===== config.mk =====
export PLATFORM = sky130hd
export DESIGN_NAME = dmem_mmio_bridge
export DESIGN_NICKNAME = d
export VERILOG_FILES = /design/src/rtl/dmem_mmio_bridge.sv
export SDC_FILE = /design/constraint.sdc
export NUM_CORES = 1
export LEC_CHECK = 0
export ABC_AREA = 1
export CORE_ASPECT_RATIO = 2
export CORE_MARGIN = 1.5
export CORE_UTILIZATION = 55
export CTS_CLUSTER_DIAMETER = 200
export CTS_CLUSTER_SIZE = 24
export DETAILED_ROUTE_END_ITERATION = 10
export GPL_ROUTABILITY_DRIVEN = 0
export PLACE_DENSITY = 0.87
export SLEW_MARGIN = 20
export SYNTH_ARGS = -nofsm -noshare
export SYNTH_HDL_FRONTEND = slang
export SYNTH_SLANG_ARGS = --single-unit

===== constraint.sdc =====
create_clock -name clock -period 3.05 [get_ports clock]
set_input_delay 0.61 -clock clock [delete_from_list [all_inputs] [get_ports clock]]
set_output_delay 0.61 -clock clock [all_outputs]
set_load 0.01 [all_outputs]

===== src/rtl/dmem_mmio_bridge.sv =====
// dmem_mmio_bridge
// Sits between the processor data port and the dmem syncram. Addresses below
// MMIO_BASE pass through to dmem; addresses at or above MMIO_BASE reach local
// I/O registers (buttons, frame timer, LEDs). Read data from either side comes
// back exactly one cycle after the access, so the processor sees one port.
module dmem_mmio_bridge #(
  parameter logic [11:0] MMIO_BASE = 12'hF00,
  parameter int unsigned TICK_DIV  = 1000,
  parameter int unsigned NUM_BTN   = 4
) (
  input  logic               clock,
  input  logic               reset,
  input  logic [11:0]        address_dmem,
  input  logic [31:0]        data,
  input  logic               wren,
  output logic [31:0]        q_dmem,
  output logic [11:0]        mem_address,
  output logic [31:0]        mem_data,
  output logic               mem_wren,
  input  logic [31:0]        mem_q,
  input  logic [NUM_BTN-1:0] buttons,
  output logic [7:0]         leds,
  output logic               timer_irq
);

  // Register offsets relative to MMIO_BASE
  localparam logic [11:0] OFF_BTN_STATUS  = 12'h000;
  localparam logic [11:0] OFF_BTN_EVENT   = 12'h001;
  localparam logic [11:0] OFF_TIMER_COUNT = 12'h002;
  localparam logic [11:0] OFF_TIMER_CMP   = 12'h003;
  localparam logic [11:0] OFF_TIMER_FLAG  = 12'h004;
  localparam logic [11:0] OFF_LED         = 12'h005;

  // Prescaler width; TICK_DIV is at least 2 so the width is at least 1
  localparam int unsigned          PRESC_W   = (TICK_DIV > 1) ? $clog2(TICK_DIV) : 1;
  localparam logic [PRESC_W-1:0]   PRESC_MAX = PRESC_W'(TICK_DIV - 1);
  localparam logic [PRESC_W-1:0]   PRESC_ONE = PRESC_W'(1'b1);

  // ---------------------------------------------------------------------------
  // Address decode
  // ---------------------------------------------------------------------------
  logic        is_io;
  logic [11:0] io_off;
  logic        io_wr;

  assign is_io  = (address_dmem >= MMIO_BASE);
  assign io_off = address_dmem - MMIO_BASE;
  assign io_wr  = wren & is_io;

  // dmem always sees the raw address and data; only the write strobe is gated
  assign mem_address = address_dmem;
  assign mem_data    = data;
  assign mem_wren    = wren & ~is_io;

  // ---------------------------------------------------------------------------
  // State
  // ---------------------------------------------------------------------------
  logic [NUM_BTN-1:0] btn_meta_q, btn_sync_q, btn_prev_q;
  logic [NUM_BTN-1:0] btn_event_q, btn_event_d;
  logic [1:0]         warm_q, warm_d;
  logic [PRESC_W-1:0] presc_q, presc_d;
  logic [31:0]        count_q, count_d;
  logic [31:0]        cmp_q, cmp_d;
  logic               flag_q, flag_d;
  logic [7:0]         led_q, led_d;
  logic               rd_is_io_q;
  logic [31:0]        io_rdata_q;
  logic [31:0]        io_rdata;

  logic [NUM_BTN-1:0] btn_rise;
  logic [NUM_BTN-1:0] btn_clr;
  logic               tick;
  logic [31:0]        count_inc;
  logic               flag_set;
  logic               flag_clr;

  // ---------------------------------------------------------------------------
  // Button synchronizer and edge capture
  // ---------------------------------------------------------------------------

  // Two-flop synchronizer, then the edge flop loaded from the synchronized level
  always_ff @(posedge clock) begin
    if (reset) begin
      btn_meta_q <= {NUM_BTN{1'b0}};
      btn_sync_q <= {NUM_BTN{1'b0}};
      btn_prev_q <= {NUM_BTN{1'b0}};
    end else begin
      btn_meta_q <= buttons;
      btn_sync_q <= btn_meta_q;
      btn_prev_q <= btn_sync_q;
    end
  end

  // Warm-up counter: after reset the chain refills from zero, so edges seen
  // while it refills come from buttons already held through reset, not presses
  always_comb begin
    if (warm_q == 2'd3) begin
      warm_d = warm_q;
    end else begin
      warm_d = warm_q + 2'd1;
    end
  end

  // Rising-edge detect and RW1C clear; a coinciding set wins over the clear
  always_comb begin
    btn_rise = btn_sync_q & ~btn_prev_q & {NUM_BTN{warm_q == 2'd3}};
    if (io_wr && (io_off == OFF_BTN_EVENT)) begin
      btn_clr = data[NUM_BTN-1:0];
    end else begin
      btn_clr = {NUM_BTN{1'b0}};
    end
    btn_event_d = btn_rise | (btn_event_q & ~btn_clr);
  end

  // ---------------------------------------------------------------------------
  // Frame timer
  // ---------------------------------------------------------------------------

  // Prescaler wraps at TICK_DIV-1; each wrap advances the 32-bit tick count
  always_comb begin
    tick      = (presc_q == PRESC_MAX);
    count_inc = count_q + 32'd1;
    if (tick) begin
      presc_d = {PRESC_W{1'b0}};
      count_d = count_inc;
    end else begin
      presc_d = presc_q + PRESC_ONE;
      count_d = count_q;
    end
  end

  // Compare flag sets when the new count equals TIMER_CMP; set beats clear
  always_comb begin
    flag_set = tick && (count_inc == cmp_q);
    flag_clr = io_wr && (io_off == OFF_TIMER_FLAG) && data[0];
    flag_d   = flag_set | (flag_q & ~flag_clr);
  end

  // Plain RW registers: compare value and LEDs
  always_comb begin
    if (io_wr && (io_off == OFF_TIMER_CMP)) begin
      cmp_d = data;
    end else begin
      cmp_d = cmp_q;
    end
    if (io_wr && (io_off == OFF_LED)) begin
      led_d = data[7:0];
    end else begin
      led_d = led_q;
    end
  end

  // Register state for buttons, timer and LEDs
  always_ff @(posedge clock) begin
    if (reset) begin
      btn_event_q <= {NUM_BTN{1'b0}};
      warm_q      <= 2'd0;
      presc_q     <= {PRESC_W{1'b0}};
      count_q     <= 32'd0;
      cmp_q       <= 32'hFFFF_FFFF;
      flag_q      <= 1'b0;
      led_q       <= 8'd0;
    end else begin
      btn_event_q <= btn_event_d;
      warm_q      <= warm_d;
      presc_q     <= presc_d;
      count_q     <= count_d;
      cmp_q       <= cmp_d;
      flag_q      <= flag_d;
      led_q       <= led_d;
    end
  end

  // ---------------------------------------------------------------------------
  // Read path
  // ---------------------------------------------------------------------------

  // I/O read mux over the register state as it stands before the access edge
  always_comb begin
    io_rdata = 32'd0;
    case (io_off)
      OFF_BTN_STATUS:  io_rdata[NUM_BTN-1:0] = btn_sync_q;
      OFF_BTN_EVENT:   io_rdata[NUM_BTN-1:0] = btn_event_q;
      OFF_TIMER_COUNT: io_rdata = count_q;
      OFF_TIMER_CMP:   io_rdata = cmp_q;
      OFF_TIMER_FLAG:  io_rdata = {31'd0, flag_q};
      OFF_LED:         io_rdata = {24'd0, led_q};
      default:         io_rdata = 32'd0;
    endcase
  end

  // Capture the decode and the I/O snapshot on the same edge dmem samples its
  // address, giving both sides identical one-cycle latency
  always_ff @(posedge clock) begin
    if (reset) begin
      rd_is_io_q <= 1'b0;
      io_rdata_q <= 32'd0;
    end else begin
      rd_is_io_q <= is_io;
      io_rdata_q <= io_rdata;
    end
  end

  // Return mux: I/O snapshot or the syncram output
  always_comb begin
    if (rd_is_io_q) begin
      q_dmem = io_rdata_q;
    end else begin
      q_dmem = mem_q;
    end
  end

  assign leds      = led_q;
  assign timer_irq = flag_q;

endmodule

==> flow_summary.rst <==
.. list-table::
   :header-rows: 1

   * - Metric
     - Value
   * - Global-route met2 utilization
     - between 50% and 60%
   * - Actual slew at the worst max-slew pin
     - 0.554 ns
   * - Global-route track usage on met1
     - between 30 and 40%
   * - Detailed-route wire length per cell
     - 16.3 µm
   * - Buffers inserted by post-CTS timing repair
     - 0
   * - Static leakage
     - 0.00414 µW
   * - Count of warnings emitted by yosys
     - 0
   * - Share of synthesized area spent on multiplexers
     - around 5.0%
   * - Antenna violations before repair
     - 0
   * - Count of pins on the block boundary
     - between 150 and 200
   * - Root buffer cell
     - clkbuf_16
   * - Adder-Cell Fraction of Synth Area
     - 0.508%
   * - Count of vias placed by the detailed router
     - 7837
   * - Number of enable-type register cells in the synthesized netlist
     - 0
   * - Dominant combinational cell family by area after synthesis
     - simple AND/OR/NAND/NOR gates
   * - Vias in the first global route
     - between 7000 and 8000
   * - Worst R2R End
     - timer_irq
   * - Total Routed Length
     - 22400 µm
   * - X dimension of the die
     - approximately 85 µm
   * - Sequential share of power
     - between 30 and 40%
   * - Critical path startpoint category
     - flop
   * - Setup TNS
     - 0 ns
   * - Final-report max-slew violation count
     - 0
   * - First-pass GRT wire length
     - around 35000 µm
   * - Maximum buffer depth of the clock tree
     - 2
   * - Drt drc
     - 8
   * - WP buf/inv
     - 0
   * - Cell with the biggest individual delay on the critical path
     - dfxtp_1
   * - Most numerous cell in the Yosys netlist
     - nand2_1
   * - Met3 track demand over resource
     - ~5.7%
   * - Starting DRT DRC Count
     - between 600 and 700
   * - Synthesized-area fraction occupied by and/or/nand/nor cells
     - between 20 and 30%
   * - Post-cts repair resize count
     - 0
   * - Class of the most critical hold timing path
     - flop to flop
   * - Most heavily used metal layer in global routing
     - met2
   * - Post-Synthesis Net Count
     - approximately 1200
   * - Crit-path max FO
     - 5
   * - Area Overhead vs Synth
     - 30.0%
   * - Top-area cell type share of the netlist area
     - between 30% and 40%
   * - Syn avg cell area
     - 6.80 µm²
   * - Number of input and output port buffers inserted
     - approximately 170
   * - Arrival time worst endpoint
     - roughly 3.1 ns
   * - Effective utilization at floorplan
     - between 50% and 60%
   * - Finished Layout Cells
     - between 1000 and 1500
   * - Die Height
     - 167 µm
   * - Worst hold path cell count
     - 2
   * - Maximum frequency from static timing analysis
     - about 360 MHz
   * - 1st-pass router iterations
     - 8
   * - Synth Flop Type
     - dfxtp_1
   * - Fraction of the yosys area taken by sequential cells
     - 36.3%
   * - Vias per Instance
     - between 5 and 6
   * - Number of buffers inserted for hold repair after clock tree synthesis
     - 0
   * - Maximum number of pins on one net before global-route repair
     - 47
   * - Slew HR
     - 63.1%
   * - Clock insertion delay at the later pin of the skew report
     - 0.43 ns
   * - Combinational group share of total power
     - slightly above 8%
   * - Clock share of power
     - between 50% and 60%
   * - Yosys reg bits
     - about 130
   * - Post-synthesis async set-or-reset flop share
     - 0%
   * - Type of destination of the critical path
     - flop
   * - Hold violation total from the final report
     - 0
   * - Result of the run
     - finished with violations
   * - Unrepaired setup endpoints after global routing
     - no
   * - XOR/XNOR Fraction of Synth Area
     - between 1.5 and 2%
   * - Total global routing track utilization
     - approximately a third
   * - Minimum setup slack among reg-to-reg paths
     - between 0.3 and 0.4 ns
   * - Switching power as a share of total power
     - a little over a fifth
   * - Deepest level of the CTS H-tree
     - 4
   * - Estimated wirelength of the detail-placed design
     - 15900 µm
   * - Finished Cell Area
     - 9600 µm²
   * - Final layout net count
     - around 1300
   * - Failing checks
     - design-rule violations
   * - Switching power summed over all nets
     - ~950 µW
   * - Worst Reg2Reg Path Length in Cells
     - 13
   * - Number of core rows
     - 59
   * - WHS
     - approximately 0.4 ns
   * - Design internal power
     - between 3000 and 4000 µW
   * - Path type of the worst setup path
     - flop to flop
   * - TritonCTS Buffers
     - 17
   * - Cell types with the largest area share after synthesis
     - dfxtp_1, nand2_1, inv_1
   * - Max-cap violation count
     - 0
   * - Number of sinks on the clock net
     - ~130
   * - Launch instance of the worst register-to-register path
     - count_q[0]
   * - Grt ovf
     - 0
   * - Req. time, crit path
     - roughly 3.4 ns
   * - Synth Instances
     - roughly 1100
   * - Placed Instance Area
     - a little under 9000 µm²
   * - Dpl cells
     - roughly 1300
   * - Min Tclk post-route
     - 2.75 ns
   * - Most area-hungry cell type in the Yosys netlist
     - dfxtp_1
   * - Mapped Area
     - 7380 µm²
   * - Final setup violating endpoints
     - 0
   * - Peak per-stage delay on the critical path
     - between 0.4 and 0.5 ns
   * - Kind of cell with the highest combined delay on the critical path
     - simple AND/OR/NAND/NOR gates
   * - Compound-Gate Fraction of Synth Area
     - a little under an eighth
   * - Power per unit of standard cell area
     - between 400 and 500 nW/µm²
   * - Commonest cells post-synth
     - nand2_1, inv_1, dfxtp_1, nor2_1, nand3_1
   * - Clock transition at the registers of the reported paths
     - about 0.060 ns
   * - Worst IR drop on VDD
     - 398 µV
   * - Fraction of final layout cells sized beyond drive strength 1
     - a little under a tenth
   * - Unique cell type count in the Yosys netlist
     - 37
   * - Hold path startpoint
     - btn_meta_q[3]
   * - Diodes inserted
     - 0
   * - Hold endpoint
     - btn_sync_q[3]
   * - Floorplan core area
     - around 13000 µm²
   * - Cells along the critical path
     - ha_1 > nand2_2 > nor2_4 > nand2_1 > nor2_2 > nand2_1 > nand3_1 > nand2_1 > nor2_1 > nand3_1 > nor2_1 > nand3_1 > a21oi_2
   * - Total Die Area
     - roughly 14000 µm²
   * - Layout Skew
     - between 0.006 and 0.007 ns
   * - Fraction of the cycle the final worst path needs
     - between 90% and 100%
   * - Number of antenna-violating nets in the routed design
     - 0
   * - Clock tree from TritonCTS
     - yes
[final cells by class]
type | instances | area [µm²]
multi-input combinational | 693 | 3570
fill | 973 | 3470
sequential | 134 | 2680
timing repair buffer | 179 | 1790
inverter | 181 | 679
clock buffer | 21 | 470
clock inverter | 11 | 220
tap | 152 | 190
[routing by layer]
metal  wire (µm)  vias to the layer above
li1            -                     3671
met1        7160                     3547
met2       11800                      470
met3        1680                      149
met4        1780                        0
met5           0                        -
[tightest hold or removal path, stage by stage, from the launching register on]
cell     delay (ns)
dfxtp_1        0.30
inv_1          0.04
nor2_1         0.03
[power by group through the flow]
stage / clock network [µW] / registers [µW] / logic, µW
after floorplan: 0 / 1820 / 169
after global placement: 0 / 1820 / 368
after detailed placement: 0 / 1820 / 377
after CTS: 2380 / 1780 / 379
after global routing: 2460 / 1780 / 402
final: 2390 / 1780 / 378
[sequential cells by signal (all words and copies together), names as in the netlist]
signal,count
btn_event_q,4
btn_meta_q,4
btn_prev_q,4
btn_sync_q,4
cmp_q,32
count_q,32
io_rdata_q,32
leds,8
presc_q,10
rd_is_io_q,1
timer_irq,1
warm_q,2
[per-stage QoR]
stage                     util (%)  total power (µW)  setup slack, ns
after global placement        68.2              2190            0.475
after CTS                     73.5              4540            0.444
after global routing          73.5              4650            0.203
final                         73.5              4540            0.302
after detailed placement      68.2              2200            0.453
after floorplan                  -              1980             1.17
[cell families after synthesis]
group           Yosys count
compound gates          142
xor+xnor                 10
fa+ha+maj                 3
buf+inv                 259
flops                   134
mux                      33
simple gates            505
[cell usage in the layout, fill, tap and decap left out, drive strengths merged, types with 5 or more instances in the layout]
cell and n:
o22ai 61, dfxtp 134, nand3 67, nor3 6, a21oi 21, o211ai 32, nor2 143, clkdlybuf4s50 168
o21ai 23, a31oi 5, mux2 32, xor2 7, nand2 269, nand4 8, bufinv 6, clkbuf 21
inv 180, buf 11
[how the worst max path moves through the flow]
stage / end / from / slack (ns) / cells after the start
2_1_floorplan: io_rdata_q[11] / address_dmem[11] / 1.17 / 7
3_3_place_gp: mem_wren / address_dmem[10] / 0.48 / 5
3_5_place_dp: leds[1] / address_dmem[11] / 0.45 / 8
4_1_cts: q_dmem[15] / rd_is_io_q / 0.44 / 3
5_1_grt: timer_irq / count_q[0] / 0.20 / 13
6_report: timer_irq / count_q[0] / 0.30 / 13
Note: power is estimated with default switching activity, not from simulation.
